`src/rtl/sir_pkg.sv`:
```
// -----------------------------------------------------------------------------
// sir_pkg
// Shared definitions for the sequence generator and the receive-side checker:
// default sample width, default statistics-counter width and the checker
// state encoding.
// -----------------------------------------------------------------------------
package sir_pkg;

   // Default width of the sir stream; generator and checker must agree.
   localparam int SIR_W     = 8;
   // Default width of the saturating statistics counters.
   localparam int SIR_CNT_W = 16;

   // Checker states: waiting for the first sample, waiting for the second
   // sample (step not yet known), and actively checking.
   typedef enum logic [1:0] {
      IDLE   = 2'd0,
      FIRST  = 2'd1,
      LOCKED = 2'd2
   } sir_state_e;

endpackage : sir_pkg

```
`src/rtl/sir_checker_sat_counter.sv`:
```
// -----------------------------------------------------------------------------
// sat_counter
// Up-counter that sticks at its all-ones value instead of wrapping.
//   clk   : rising-edge clock
//   reset : synchronous active-high reset, dominates inc
//   inc   : count one event this cycle
//   count : registered count, saturating at 2^CNT_W-1
// -----------------------------------------------------------------------------
module sat_counter
   import sir_pkg::*;
#(
   parameter int CNT_W = SIR_CNT_W
) (
   input  logic             clk,
   input  logic             reset,
   input  logic             inc,
   output logic [CNT_W-1:0] count
);

   localparam logic [CNT_W-1:0] CNT_MAX  = {CNT_W{1'b1}};
   localparam logic [CNT_W-1:0] CNT_ZERO = {CNT_W{1'b0}};
   localparam logic [CNT_W-1:0] CNT_ONE  = {{(CNT_W-1){1'b0}}, 1'b1};

   logic [CNT_W-1:0] count_q;
   logic [CNT_W-1:0] count_d;

   // Next count: add one unless already saturated.
   always_comb begin
      count_d = count_q;
      if (inc && (count_q != CNT_MAX)) begin
         count_d = count_q + CNT_ONE;
      end else begin
         count_d = count_q;
      end
   end

   // Count register with synchronous reset.
   always_ff @(posedge clk) begin
      if (reset) begin
         count_q <= CNT_ZERO;
      end else begin
         count_q <= count_d;
      end
   end

   assign count = count_q;

endmodule : sat_counter

```
`config.mk`:
```
export PLATFORM = sky130hd
export DESIGN_NAME = sat_counter
export DESIGN_NICKNAME = d
export VERILOG_FILES = /design/src/rtl/sir_pkg.sv /design/src/rtl/sir_checker_sat_counter.sv
export SDC_FILE = /design/constraint.sdc
export NUM_CORES = 1
export LEC_CHECK = 0
export BUFFER_PORTS_ARGS = -buffer_cell sky130_fd_sc_hd__buf_4
export CORE_ASPECT_RATIO = 1.1
export CORE_MARGIN = 2
export CORE_UTILIZATION = 40
export DETAILED_ROUTE_END_ITERATION = 7
export GPL_ROUTABILITY_DRIVEN = 1
export GPL_TIMING_DRIVEN = 0
export PLACE_DENSITY = 0.63
export REMOVE_ABC_BUFFERS = 1
export SLEW_MARGIN = 30
export SYNTH_ARGS = -nofsm -noshare
export SYNTH_HDL_FRONTEND = slang
export SYNTH_SLANG_ARGS = --single-unit
```
`constraint.sdc`:
```
create_clock -name clk -period 1.55 [get_ports clk]
set_input_delay 0.0775 -clock clk [delete_from_list [all_inputs] [get_ports clk]]
set_output_delay 0.0775 -clock clk [all_outputs]
set_load 0.1 [all_outputs]
```
==> impl_metrics.json, run 1 <==
{
  "worst-r2r-setup-slack_ns": -0.03,
  "portBuffers": 18,
  "synth_top_cells_by_area": "sky130_fd_sc_hd__dfxtp_1, sky130_fd_sc_hd__or4_1, sky130_fd_sc_hd__a21oi_1",
  "dp_hpwl_um": 1320,
  "relative_slew_margins_pct": 72.1,
  "antennaDiodeCount": 0,
  "cellPowerDensity_mw_per_mm2": 559,
  "layout_area_growth_over_synthesis_pct": 56.6,
  "path_class": "register to register",
  "synthFlopType": "sky130_fd_sc_hd__dfxtp_1",
  "syn_inst": 99,
  "post_synth_num_cell_types": 31,
  "final_hold_viol_count": 0,
  "groute.usage.overall_pct": 21.6,
  "crit_arrival_ns": 1.80,
  "timing.critical_path.cells": "nand3_4 -> or4_4 -> or4_1 -> a21oi_1",
  "timing.clock.skew_ns": 0.00216,
  "max-cap-violations": 0,
  "antenna_found_initial": 0,
  "initial_utilization_pct": 42.4,
  "final_min_period_over_clock_period_pct": 102,
  "postSynthRegisterBits": 16,
  "drive_above_1_share_pct": 51.5,
  "crit_path_top_delay_cell": "sky130_fd_sc_hd__or4_4",
  "rows": 17,
  "gpl.final_weighted_congestion": 0.769,
  "critPathCaptureType": "register",
  "timing.hold.worst.class": "input port to register",
  "critical_path.top_delay_family": "simple AND/OR/NAND/NOR gates",
  "finalMaxSlewViolations": 0,
  "cts_sinks": 16,
  "vdd_drop_max_v": 0.000515,
  "min_delay_path_depth": 2,
  "cts-root-buf": "sky130_fd_sc_hd__clkbuf_4",
  "drcViolationCount": 0,
  "cts_tree": "done",
  "first_global_vias": 901,
  "final_period_minus_worst_setup_slack_ns": 1.58,
  "ff2ff_path_depth": 4,
  "cts_max_path_buffers": 2,
  "number_of_flip_flops_in_the_largest_register": 16,
  "synth.cell_area_um2": 848,
  "critPathRequiredTime_ns": 1.78,
  "cell_accounting_for_the_most_synthesized_area": "sky130_fd_sc_hd__dfxtp_1",
  "vias_per_cell": 5.66,
  "post_synth_most_frequent_cells": "sky130_fd_sc_hd__dfxtp_1, sky130_fd_sc_hd__a21oi_1, sky130_fd_sc_hd__or4_1",
  "synth_async_sr_flop_share_pct": 0,
  "crit_buf_inv": 0,
  "detail_route.iter0.violations": 7,
  "totalNegativeSetupSlack_ns": -0.0302,
  "post-synth-top-count-cell": "sky130_fd_sc_hd__dfxtp_1",
  "critical_path.startpoint_type": "register",
  "core_area_mm2": 0.00200,
  "htree_levels": 1,
  "io_pins": 19,
  "failing_checks": "negative setup slack",
  "worst_skew_pair.late_latency_ns": 0.28,
  "p_leak_nw": 0.516,
  "drt_first_pass_iters": 4,
  "worstReg2RegEnd": "count[15]$_SDFFE_PP0P_",
  "dr_total_vias": 928,
  "worst_hold_path_endpoint": "count[6]$_SDFFE_PP0P_",
  "synth_edf_count": 0,
  "pre_cts_slack_ns": -0.495,
  "timing.hold.worst.start": "reset",
  "yosysWarningCount": 0,
  "synthDominantCellAreaShare_pct": 37.8,
  "finalSetupViolations": 2,
  "crit_path_max_incr_delay_ns": 0.49,
  "worst-slew-pin-transition_ns": 0.413,
  "global_route_wire_length_before_repair_um": 3910,
  "fmaxAchievable_ghz": 0.634,
  "grt_start_max_net_pins": 18,
  "postLayoutSetupSlackWorst_ns": -0.0264,
  "ant_nets": 0,
  "die-area_mm2": 0.00251,
  "detail_route.wl_per_cell_um": 14.0,
  "drt_wl_total_um": 2300,
  "grt_setup_unrepaired": "yes",
  "die_width_um": 47.9,
  "synth.avg_cell_area_um2": 8.57,
  "dieHeight_um": 52.3,
  "critical_path.max_fanout": 7,
  "final_nets": 141,
  "cts_made_buffers": 3,
  "gr-total-overflow": 0,
  "cts.clk_slew.worst_paths_ns": 0.10,
  "run_status": "complete, but fails checks",
  "r2r-start": "count[10]$_SDFFE_PP0P_",
  "hold_bufs_inserted_after_cts": 0,
  "synth.yosys.seq_area_share_pct": 37.8
}
==> per-stage QoR <==
step	total power [mW]	cells	cell area, um2	hold WS, ns	utilization (%)
2_1_floorplan	0.466	95	832	0.147	-
4_1_cts	0.753	163	1270	0.0729	63.5
3_5_place_dp	0.488	141	1000	0.397	50.1
6_report	0.742	164	1330	0.0780	66.5
5_1_grt	0.772	164	1330	0.0825	66.5
3_3_place_gp	0.487	141	1000	0.388	50.1
==> metal layers <==
metal	wire length [um]	global-route usage (%)
met1	971	24.9
met3	85	4.48
met4	41	9.91
met2	1200	36.4
met5	0	0
==> cells by family (layout without fill, tap and decap cells) <==
logic type               count (synthesis)  in the layout  share of synthesized area (%)
AO/OA/AOI/OAI                           23             23                           16.5
flip-flops                              16             16                           37.8
XOR/XNOR                                 2              2                           2.07
multiplexers                             2              2                           2.51
buffers and inverters                    7             44                           3.24
AND/OR/NAND/NOR                         48             48                           36.4
adder cells (fa/ha/maj)                  1              1                           1.47
==> area by class of cell <==
type / instances / area, um2
sequential: 16 / 374
clock buffer: 4 / 36.3
fill: 173 / 671
timing repair buffer: 37 / 289
inverter: 3 / 11.3
tap: 28 / 35.0
multi-input combinational: 76 / 583
==> what timing repair did <==
| item | 4_1_cts | 5_1_grt |
|---|---|---|
| setup endpoints to repair | 12 | 13 |
| hold endpoints to repair | 0 | 0 |
| setup buffers | 18 | 1 |
| pin swaps | 6 | 7 |
| gates resized for setup | 37 | 12 |
==> worst max path at each step <==
stage	cells after the start	start	slack, ns	end
floorplan	5	count[0]$_SDFFE_PP0P_	-0.93	count[11]$_SDFFE_PP0P_
global placement	5	count[0]$_SDFFE_PP0P_	-0.45	count[11]$_SDFFE_PP0P_
detailed placement	5	count[0]$_SDFFE_PP0P_	-0.50	count[11]$_SDFFE_PP0P_
CTS	4	count[8]$_SDFFE_PP0P_	-0.003	count[15]$_SDFFE_PP0P_
global route	4	count[10]$_SDFFE_PP0P_	-0.07	count[15]$_SDFFE_PP0P_
finish	4	count[10]$_SDFFE_PP0P_	-0.03	count[15]$_SDFFE_PP0P_
==> placed cells by master, fill, tap and decap left out, drive strengths merged, types with 2 or more instances in the layout <==
cell,netlist,final
or4,7,7
dfxtp,16,16
nor3,4,4
a21oi,10,10
nand3,6,6
nor2b,2,2
nand4,4,4
xnor2,2,2
and4,3,3
buf,2,37
or3,3,3
clkbuf,2,4
o31ai,6,6
inv,3,3
nor2,6,6
o21ai,4,4
nor4,3,3
nand2,7,7
==> power by group <==
part	leakage [nW]	internal (mW)	total (mW)	switching, mW
Sequential	0.141	0.393	0.400	0.00674
Clock	0.0210	0.143	0.277	0.134
Combinational	0.354	0.0181	0.0650	0.0468
Total	0.516	0.554	0.742	0.188
Note: power is estimated with default switching activity, not from simulation.
==> run 2: changes to the inputs <==
--- a/config.mk
+++ b/config.mk
@@ -12,7 +12,7 @@
 export DETAILED_ROUTE_END_ITERATION = 7
 export GPL_ROUTABILITY_DRIVEN = 1
 export GPL_TIMING_DRIVEN = 0
-export PLACE_DENSITY = 0.63
+export PLACE_DENSITY = 0.61
 export REMOVE_ABC_BUFFERS = 1
 export SLEW_MARGIN = 30
 export SYNTH_ARGS = -nofsm -noshare
==> constraint.sdc (replaced) <==
create_clock -name clk -period 1.8 [get_ports clk]
set_input_delay 0.09 -clock clk [delete_from_list [all_inputs] [get_ports clk]]
set_output_delay 0.09 -clock clk [all_outputs]
set_load 0.1 [all_outputs]
==> run 2 against run 1 <==
- the run now ends clean
- non-clock buffer count shrank 17
- core utilization fell by 12 points
- count of clock-buffer cells in the layout is the same
- cell area fell by 19%
- clock skew rose by 0.0041 ns
- hold slack improved by 0.015 ns
- cell count is 10% lower
- clock power fell by 13%
==> impl_metrics.json, run 2 (synthesis results as in run 1) <==
{
  "run_status": "finished clean",
  "worstReg2RegEnd": "count[15]$_SDFFE_PP0P_",
  "critical_path.startpoint_type": "register",
  "final_period_minus_worst_setup_slack_ns": 1.70,
  "totalNegativeSetupSlack_ns": 0,
  "finish.cell_count_without_fillers": 147,
  "drive_above_1_share_pct": 33.6,
  "critPathRequiredTime_ns": 2.03,
  "crit_path_max_incr_delay_ns": 0.47,
  "design_power_total_uw": 653,
  "final_hold_viol_count": 0,
  "number_of_flip_flops_in_the_largest_register": 16,
  "ff2ff_path_depth": 4,
  "relative_slew_margins_pct": 72.1,
  "critPathCaptureType": "register",
  "portBuffers": 18,
  "finalMaxSlewViolations": 0,
  "setup.worst_path.end": "count[15]$_SDFFE_PP0P_",
  "first_global_vias": 808,
  "r2r-start": "count[7]$_SDFFE_PP0P_",
  "groute.usage.overall_pct": 18.9,
  "rows": 17,
  "mostFrequentLayoutCell": "sky130_fd_sc_hd__buf_4",
  "cts_tree": "done",
  "global_route_wire_length_before_repair_um": 3430,
  "hold_bufs_inserted_after_cts": 0,
  "post-place-cells": 141,
  "crit_arrival_ns": 1.92,
  "finalSetupViolations": 0,
  "initial_utilization_pct": 42.4,
  "max-cap-violations": 0,
  "fin_hold_ws_ns": 0.0931,
  "pre_cts_slack_ns": -0.183,
  "detail_route.iter0.violations": 17,
  "htree_levels": 1,
  "critical-path-top-cell-by-count": "sky130_fd_sc_hd__or4_1",
  "vias_per_cell": 5.78,
  "worst-r2r-setup-slack_ns": 0.10,
  "die_width_um": 47.9,
  "cts_sinks": 16,
  "ant_nets": 0,
  "timing.clock.skew_ns": 0.00622,
  "crit_path_top_delay_cell": "sky130_fd_sc_hd__or4_1",
  "timing.hold.worst.class": "input port to register",
  "detail_route.wl_per_cell_um": 13.5,
  "antennaDiodeCount": 0,
  "worst-slew-pin-transition_ns": 0.414,
  "critical_path.max_fanout": 7,
  "core_area_mm2": 0.00200,
  "fmaxAchievable_ghz": 0.590,
  "worst_setup_startpoint": "count[7]$_SDFFE_PP0P_",
  "die-area_mm2": 0.00251,
  "cts_made_buffers": 3,
  "final_core_util_pct": 54.1,
  "postLayoutSetupSlackWorst_ns": 0.105,
  "cts.clk_slew.worst_paths_ns": 0.10,
  "design_area_mm2": 0.00108,
  "drt_first_pass_iters": 5,
  "cts_max_path_buffers": 2,
  "io_pins": 19,
  "gpl.final_weighted_congestion": 0.783,
  "final_min_period_over_clock_period_pct": 94.2,
  "min_delay_path_depth": 2,
  "worst_skew_pair.late_latency_ns": 0.29,
  "timing.critical_path.cells": "nand4_4 -> or4_1 -> or4_1 -> a21oi_1",
  "placedInstanceArea_mm2": 0.00100,
  "layout_area_growth_over_synthesis_pct": 27.6,
  "final_nets": 124,
  "grt_start_max_net_pins": 18,
  "gr-total-overflow": 0,
  "drt_wl_total_um": 1980,
  "antenna_found_initial": 0,
  "grt_setup_unrepaired": "no",
  "cellPowerDensity_mw_per_mm2": 604,
  "vdd_drop_max_v": 0.000420,
  "dp_hpwl_um": 1410,
  "mostFrequentLayoutCells": "sky130_fd_sc_hd__buf_4, sky130_fd_sc_hd__a21oi_1, sky130_fd_sc_hd__dfxtp_1, sky130_fd_sc_hd__dfxtp_2, sky130_fd_sc_hd__or4_1",
  "drcViolationCount": 0,
  "dieHeight_um": 52.3,
  "dr_total_vias": 849,
  "path_class": "register to register",
  "cts-root-buf": "sky130_fd_sc_hd__clkbuf_4",
  "p_leak_nw": 0.387
}
[run 2: cell count changes in the layout (fill, tap and decap cells not counted), sizes merged]
cell  delta
buf     -17
[run 2: worst min-delay path by stage]
stage,from,endpoint
2_1_floorplan,reset,count[0]$_SDFFE_PP0P_
5_1_grt,reset,count[8]$_SDFFE_PP0P_
6_report,reset,count[15]$_SDFFE_PP0P_
3_3_place_gp,reset,count[7]$_SDFFE_PP0P_
4_1_cts,reset,count[13]$_SDFFE_PP0P_
3_5_place_dp,reset,count[13]$_SDFFE_PP0P_
[run 2: layer usage]
layer / wire, um / vias up / global-route usage (%)
met5: 0 / - / 0
met4: 16 / 0 / 10.8
met3: 67 / 2 / 3.45
met2: 976 / 20 / 28.7
met1: 917 / 405 / 24.4
li1: - / 422 / -
[run 2: final cells by class]
class	instances	area (um2)
fill	207	917
inverter	3	11.3
clock buffer	4	36.3
tap	28	35.0
timing repair buffer	20	150
multi-input combinational	76	519
sequential	16	330
[run 2: critical path: cells and delay by family (launching register included)]
kind / cells / cell delay (ns)
AOI/OAI and AO/OA: 1 / 0.14
and+or+nand+nor: 3 / 1.07
DFF: 1 / 0.43
[run 2: where the power goes]
part | internal (mW) | leakage [nW] | switching, mW | total [mW]
sequential | 0.357 | 0.133 | 0.00452 | 0.361
clock | 0.123 | 0.0210 | 0.118 | 0.241
combinational | 0.0119 | 0.233 | 0.0389 | 0.0508
total | 0.492 | 0.387 | 0.161 | 0.653
[run 2: timing repair]
action                                  CTS  global route
endpoints found under the hold margin     0             0
pin swaps                                 1             0
buffers inserted                          2             0
resized for setup                         0            12
endpoints found under the setup margin   10             6
